<file path="src/rtl/pc_next_unit_if.sv">
// Bus between the core-side control logic and the program-counter stage.
// The stage takes the slave modport; the core (or a bench) takes the master modport.
interface pc_next_unit_if #(
    parameter int XLEN = 32
);
    logic            PCSrc;
    logic [XLEN-1:0] ImmExt;
    logic            stall;
    logic            imem_ready;
    logic            trap_clr;
    logic [XLEN-1:0] PC;
    logic            fetch_valid;
    logic [XLEN-1:0] PCPlus4;
    logic [XLEN-1:0] PCTarget;
    logic            trap;
    logic [XLEN-1:0] trap_pc;
    logic [31:0]     retire_cnt;
    logic [1:0]      state_dbg;

    // Handshake: a fetch is accepted on a rising edge where fetch_valid & imem_ready & ~stall.
    // fetch_valid comes from registered state only and never depends on imem_ready or stall.
    modport master (
        output PCSrc, ImmExt, stall, imem_ready, trap_clr,
        input  PC, fetch_valid, PCPlus4, PCTarget, trap, trap_pc, retire_cnt, state_dbg
    );

    modport slave (
        input  PCSrc, ImmExt, stall, imem_ready, trap_clr,
        output PC, fetch_valid, PCPlus4, PCTarget, trap, trap_pc, retire_cnt, state_dbg
    );
endinterface

</file>
<file path="src/rtl/pc_next_unit.sv">
// Program-counter stage: holds PC, selects PC+4 or the branch target, handshakes
// with instruction memory and traps on a misaligned branch target.
module pc_next_unit #(
    parameter int              XLEN         = 32,
    parameter logic [XLEN-1:0] RESET_VECTOR = '0,
    parameter int              BOOT_CYCLES  = 2
) (
    input  logic             clk,
    input  logic             rst_n,
    pc_next_unit_if.slave    bus
);
    typedef enum logic [1:0] {
        ST_BOOT = 2'd0,
        ST_RUN  = 2'd1,
        ST_TRAP = 2'd2
    } state_t;

    localparam int CW = (BOOT_CYCLES > 1) ? $clog2(BOOT_CYCLES) : 1;
    localparam logic [CW-1:0] BOOT_LAST = (BOOT_CYCLES > 0) ? CW'(BOOT_CYCLES - 1) : '0;

    state_t          state, state_n;
    logic [XLEN-1:0] pc, pc_n;
    logic [CW-1:0]   boot_cnt, boot_cnt_n;
    logic [XLEN-1:0] trap_pc, trap_pc_n;
    logic [31:0]     retire_cnt, retire_cnt_n;
    logic [XLEN-1:0] pc_plus4, pc_target;
    logic            advance;

    always_ff @(posedge clk or negedge rst_n) begin
        if (!rst_n) begin
            state      <= ST_BOOT;
            pc         <= RESET_VECTOR;
            boot_cnt   <= '0;
            trap_pc    <= '0;
            retire_cnt <= '0;
        end else begin
            state      <= state_n;
            pc         <= pc_n;
            boot_cnt   <= boot_cnt_n;
            trap_pc    <= trap_pc_n;
            retire_cnt <= retire_cnt_n;
        end
    end

    // Both adders wrap modulo 2^XLEN; overflow is intentionally not reported.
    assign pc_plus4  = pc + XLEN'(4);
    assign pc_target = pc + bus.ImmExt;
    assign advance   = (state == ST_RUN) && bus.imem_ready && !bus.stall;

    always_comb begin
        state_n      = state;
        pc_n         = pc;
        boot_cnt_n   = boot_cnt;
        trap_pc_n    = trap_pc;
        retire_cnt_n = retire_cnt;
        case (state)
            ST_BOOT: begin
                boot_cnt_n = boot_cnt + 1'b1;
                if ((BOOT_CYCLES == 0) || (boot_cnt == BOOT_LAST)) begin
                    state_n = ST_RUN;
                end
            end
            ST_RUN: begin
                if (advance) begin
                    // The trapping advance still counts as retired.
                    retire_cnt_n = retire_cnt + 32'd1;
                    if (!bus.PCSrc) begin
                        pc_n = pc_plus4;
                    end else if (pc_target[1:0] == 2'b00) begin
                        pc_n = pc_target;
                    end else begin
                        state_n   = ST_TRAP;
                        trap_pc_n = pc_target;
                    end
                end
            end
            ST_TRAP: begin
                if (bus.trap_clr) begin
                    state_n    = ST_BOOT;
                    pc_n       = RESET_VECTOR;
                    boot_cnt_n = '0;
                end
            end
            default: begin
                state_n = ST_BOOT;
            end
        endcase
    end

    assign bus.PC          = pc;
    assign bus.PCPlus4     = pc_plus4;
    assign bus.PCTarget    = pc_target;
    assign bus.fetch_valid = (state == ST_RUN);
    assign bus.trap        = (state == ST_TRAP);
    assign bus.trap_pc     = trap_pc;
    assign bus.retire_cnt  = retire_cnt;
    assign bus.state_dbg   = state;
endmodule

</file>
<file path="src/flat_wrapper.sv">
// flat-port wrapper written by rule: the top's interface ports become plain ports
module pc_next_unit_flat 
#(
    parameter int              XLEN         = 32,
    parameter logic [XLEN-1:0] RESET_VECTOR = '0,
    parameter int              BOOT_CYCLES  = 2
)
  (clk, rst_n, bus_PCSrc, bus_ImmExt, bus_stall, bus_imem_ready, bus_trap_clr, bus_PC, bus_fetch_valid, bus_PCPlus4, bus_PCTarget, bus_trap, bus_trap_pc, bus_retire_cnt, bus_state_dbg);
  pc_next_unit_if #(.XLEN(XLEN)) bus_i ();
  input  logic clk;
  input  logic rst_n;
  input wire logic [$bits(bus_i.PCSrc)-1:0] bus_PCSrc;
  input wire logic [$bits(bus_i.ImmExt)-1:0] bus_ImmExt;
  input wire logic [$bits(bus_i.stall)-1:0] bus_stall;
  input wire logic [$bits(bus_i.imem_ready)-1:0] bus_imem_ready;
  input wire logic [$bits(bus_i.trap_clr)-1:0] bus_trap_clr;
  output wire logic [$bits(bus_i.PC)-1:0] bus_PC;
  output wire logic [$bits(bus_i.fetch_valid)-1:0] bus_fetch_valid;
  output wire logic [$bits(bus_i.PCPlus4)-1:0] bus_PCPlus4;
  output wire logic [$bits(bus_i.PCTarget)-1:0] bus_PCTarget;
  output wire logic [$bits(bus_i.trap)-1:0] bus_trap;
  output wire logic [$bits(bus_i.trap_pc)-1:0] bus_trap_pc;
  output wire logic [$bits(bus_i.retire_cnt)-1:0] bus_retire_cnt;
  output wire logic [$bits(bus_i.state_dbg)-1:0] bus_state_dbg;
  assign bus_i.PCSrc = bus_PCSrc;
  assign bus_i.ImmExt = bus_ImmExt;
  assign bus_i.stall = bus_stall;
  assign bus_i.imem_ready = bus_imem_ready;
  assign bus_i.trap_clr = bus_trap_clr;
  assign bus_PC = bus_i.PC;
  assign bus_fetch_valid = bus_i.fetch_valid;
  assign bus_PCPlus4 = bus_i.PCPlus4;
  assign bus_PCTarget = bus_i.PCTarget;
  assign bus_trap = bus_i.trap;
  assign bus_trap_pc = bus_i.trap_pc;
  assign bus_retire_cnt = bus_i.retire_cnt;
  assign bus_state_dbg = bus_i.state_dbg;
  pc_next_unit #(.XLEN(XLEN), .RESET_VECTOR(RESET_VECTOR), .BOOT_CYCLES(BOOT_CYCLES)) u_core (.clk(clk), .rst_n(rst_n), .bus(bus_i));
endmodule
</file>
<file path="config.mk">
export PLATFORM = sky130hd
export DESIGN_NAME = pc_next_unit_flat
export DESIGN_NICKNAME = d
export VERILOG_FILES = /design/src/rtl/pc_next_unit_if.sv /design/src/rtl/pc_next_unit.sv /design/src/flat_wrapper.sv
export SDC_FILE = /design/constraint.sdc
export NUM_CORES = 1
export LEC_CHECK = 0
export CORE_ASPECT_RATIO = 0.75
export CORE_UTILIZATION = 37
export DETAILED_ROUTE_END_ITERATION = 12
export PLACE_DENSITY = 0.64
export SYNTH_ARGS = -nofsm -noshare
export SYNTH_HDL_FRONTEND = slang
export SYNTH_SLANG_ARGS = --single-unit
</file>
<file path="constraint.sdc">
create_clock -name clk -period 4.2 [get_ports clk]
set_input_delay 0.84 -clock clk [delete_from_list [all_inputs] [get_ports clk]]
set_output_delay 0.84 -clock clk [all_outputs]
set_load 0.02 [all_outputs]
</file>
==> results.md <==
- Capturing instance or port of the critical path: bus_PCTarget[24]
- Buffers & Inverters on Critical Path: 5
- Worst endpoint data arrival time: 3.29 ns
- Data required time at the worst endpoint: 3.36 ns
- Syn nets: 800
- Largest cells by area after synthesis: sky130_fd_sc_hd__dfrtp_1 37%, sky130_fd_sc_hd__xnor2_1 7.2%, sky130_fd_sc_hd__ha_1 6.8%
- Sort of element at the end of the critical path: primary output
- Worst slew pin tran: 0.730 ns
- IO Count: 202
- Critical R2R Capture: u_core.bus.PC[24]
- Pwr/cell area: 828 nW/um2
- Largest fanout of any net on the critical path: 4
- Worst Hold Path Cells: 1
- Synth top area share: 37.3%
- Share of the clock period used by the worst path after layout: 98.3%
- TritonCTS buffer count: 9
- Clock latency reported for the late side of the worst-skew pair: 0.36 ns
- Worst vdd ir: 488 uV
- Multi-input logic area: 4410 um2
- Cell area after technology mapping: 6650 um2
- DRT Pass-1 Iters: 5
- Mean number of vias per cell: 5.25
- Global-route wire length before repair: 36200 um
- Slew margin rel.: 51.3%
- Min-delay worst type: reg -> reg
- GP Congestion: 0.894
- Number of port buffers: 201
- EDFF count, synth: 0
- Number of distinct library cell variants in the gate-level netlist after synthesis: 60
- Final-stage net count: 1128
- Kind of critical path: in -> out
- Starting density of the core: 37.8%
- Largest delay contributor family on the critical path: compound AO/OA/AOI/OAI gates
- Initial antenna violation count: 2
- Register area share after synthesis: 37.3%
- Total number of vias: 6840
- Top-count cell post-synth: sky130_fd_sc_hd__dfrtp_1
- Global-route total usage across every layer: 25.4%
- Ys Warns: 0
- Worst-path cell with the longest stage delay: sky130_fd_sc_hd__a221o_1
- Min cycle time layout: 4.13 ns
- Fin Hold WS: 0.472 ns
- Count of maximum capacitance violations: 0
- WL per Instance: 17.9 um
- Std-Cell Rows: 42
- Routed Antenna Nets: 0
- Number of cells on the worst reg-to-reg path: 13
- Worst reg2reg setup slack: 1.13 ns
- Gate count of the mapped netlist: 725
- Number of H-tree levels: 3
- Max Transition Viols Final: 0
- Number of buffers inserted by hold repair at cts: 0
- Reg-to-reg critical path startpoint: u_core.bus.PC[1]
- Endpoints failing hold: 0
- Buffer levels on the longest clock path: 2
- Fraction of final layout cells with drive strength greater than 1: 25.3%
- Width of the die: 157 um
- HPWL after detailed placement: 17300 um
- Final setup fails: 0
- Cell count along the critical path: 14
- Synth-to-layout area growth: 60.3%
- FF/Latch Area: 2480 um2
- Area of the core: 17600 um2
- Overall power after layout: 8.82 mW
- Mean instance size in the synthesized netlist: 9.17 um2
- CP Launch Type: input pin
- Clk Tree Root Cell: sky130_fd_sc_hd__clkbuf_16
- Top post-synthesis cells by count: 99 x sky130_fd_sc_hd__dfrtp_1, 79 x sky130_fd_sc_hd__nand2_1, 55 x sky130_fd_sc_hd__xnor2_1
- Most used flip-flop cell after synthesis: sky130_fd_sc_hd__dfrtp_1
- Outcome: complete, no violations
- Via count of the first global-routing pass: 6677
- Worst clock skew on the final layout: 0.00644 ns
- Biggest cell delay along the critical path: 0.35 ns
- Height of the die: 118 um
- Total congestion overflow: 0
- Most area-hungry cell type in the Yosys netlist: sky130_fd_sc_hd__dfrtp_1
- Fmax: 242 MHz
- Register bit total from synthesis: 99
- Clock slew seen by the registers of the worst setup and hold paths: 0.08 ns
- Number of DRC markers in iteration 0: 349
- Pin count of the biggest net entering global routing: 55
- Proportion of synthesized flip-flops having asynchronous set or reset: 100%
- Clock tree from TritonCTS: built
- Clock Sinks: 99
- CP most frequent cell: sky130_fd_sc_hd__buf_4
- Leakage Power: 4.85 nW
- Post-route DRC: 0
- Die area: 18500 um2
- Filler cell count: 1526
- Critical path, cell by cell: clkbuf_2 -> ha_2 -> inv_2 -> fa_2 -> nand2b_4 -> a211oi_2 -> buf_4 -> nor2_4 -> o21ai_4 -> a221o_1 -> buf_6 -> a31oi_4 -> xnor2_2 -> buf_4
- Total Routed Length: 23300 um
- Launch point of the critical path: bus_ImmExt[0]
==> layout make-up <==
type | instances | area share (%)
antenna | 3 | 0.0704
clock buffer | 9 | 2.11
clock inverter | 7 | 0.904
inverter | 27 | 0.951
multi-input combinational | 576 | 41.3
sequential | 99 | 23.2
tap | 242 | 2.84
timing repair buffer | 340 | 28.5
==> per-stage QoR <==
stage                     std cells  util [%]  cell area, um2   TNS, ns  setup slack [ns]
after global placement         1267      55.6            9790    -12.06            -0.855
after floorplan                 725         -            6650         0             0.354
after CTS                      1295      59.3           10400    -0.372           -0.0791
after detailed placement       1267      55.6            9790    -12.29            -0.881
after global routing           1301      60.5           10700  -0.00290          -0.00290
final                          1303      60.6           10700         0            0.0698
==> repair_timing <==
item                       4_1_cts  5_1_grt
pin swaps                       20       30
setup buffers                   12        6
resized for setup              116       40
gates cloned                     0        0
setup endpoints to repair       24       29
==> registers in the layout, summed over array words and instances (netlist names) <==
register	cells
u_core.boot_cnt	1
u_core.bus.PC	32
u_core.bus.retire_cnt	32
u_core.bus.state_dbg	2
u_core.bus.trap_pc	32
==> logic make-up after synthesis <==
| family | after synthesis | share of synthesized area, % |
|---|---|---|
| DFF | 99 | 37.3 |
| muxes | 29 | 4.82 |
| adders and majority gates | 37 | 7.08 |
| AOI/OAI and AO/OA | 175 | 18.1 |
| buffers and inverters | 50 | 3.01 |
| and+or+nand+nor | 248 | 18.1 |
| xor gates and xnor gates | 87 | 11.7 |
==> metal layers <==
metal / share of wire, % / vias up / wire (um) / track usage, %
met3: 7.8 / 25 / 1810 / 6.70
met5: 0 / - / 0 / 0
met4: 1.3 / 0 / 305 / 6.92
met2: 43 / 276 / 10000 / 37.1
met1: 48 / 3284 / 11200 / 36.6
li1: - / 3255 / - / -
==> report_power, final <==
group,switching (mW),internal (mW),total [mW]
combinational,3.30,3.04,6.34
sequential,0.316,1.27,1.58
clock,0.424,0.478,0.902
==> worst min-delay path by stage <==
stage / from / endpoint / slack [ns]
finish: u_core.bus.retire_cnt[31] / u_core.bus.retire_cnt[31] / 0.47
global route: u_core.bus.retire_cnt[31] / u_core.bus.retire_cnt[31] / 0.50
CTS: u_core.bus.retire_cnt[31] / u_core.bus.retire_cnt[31] / 0.48
detailed placement: u_core.bus.trap_pc[0] / u_core.bus.trap_pc[0] / 0.47
global placement: u_core.bus.trap_pc[15] / u_core.bus.trap_pc[15] / 0.46
floorplan: u_core.boot_cnt / u_core.boot_cnt / 0.51
==> cell usage in the layout, fill, tap and decap left out, drive strengths merged, types with 4 or more instances in the layout <==
cell type,Yosys,layout
mux2i,5,5
a221o,11,11
a21o,16,16
ha,36,36
nand4,12,12
nor2b,7,7
a21oi,36,36
o21a,5,5
nand2b,9,9
dlymetal6s2s,0,9
nor4,4,4
dlygate4sd2,0,12
nor2,52,52
clkdlybuf4s15,0,4
mux2,24,24
dfrtp,99,99
clkdlybuf4s50,0,164
clkbuf,17,10
o211ai,6,6
and3,18,18
buf,6,150
and4,7,7
a22oi,9,9
nor3,12,12
inv,27,29
or3,4,4
a211oi,12,12
nand3,30,30
xor2,31,31
nand2,79,79
xnor2,56,56
o21ai,58,58
and2,8,8
Power figures use the tool's default switching activity.
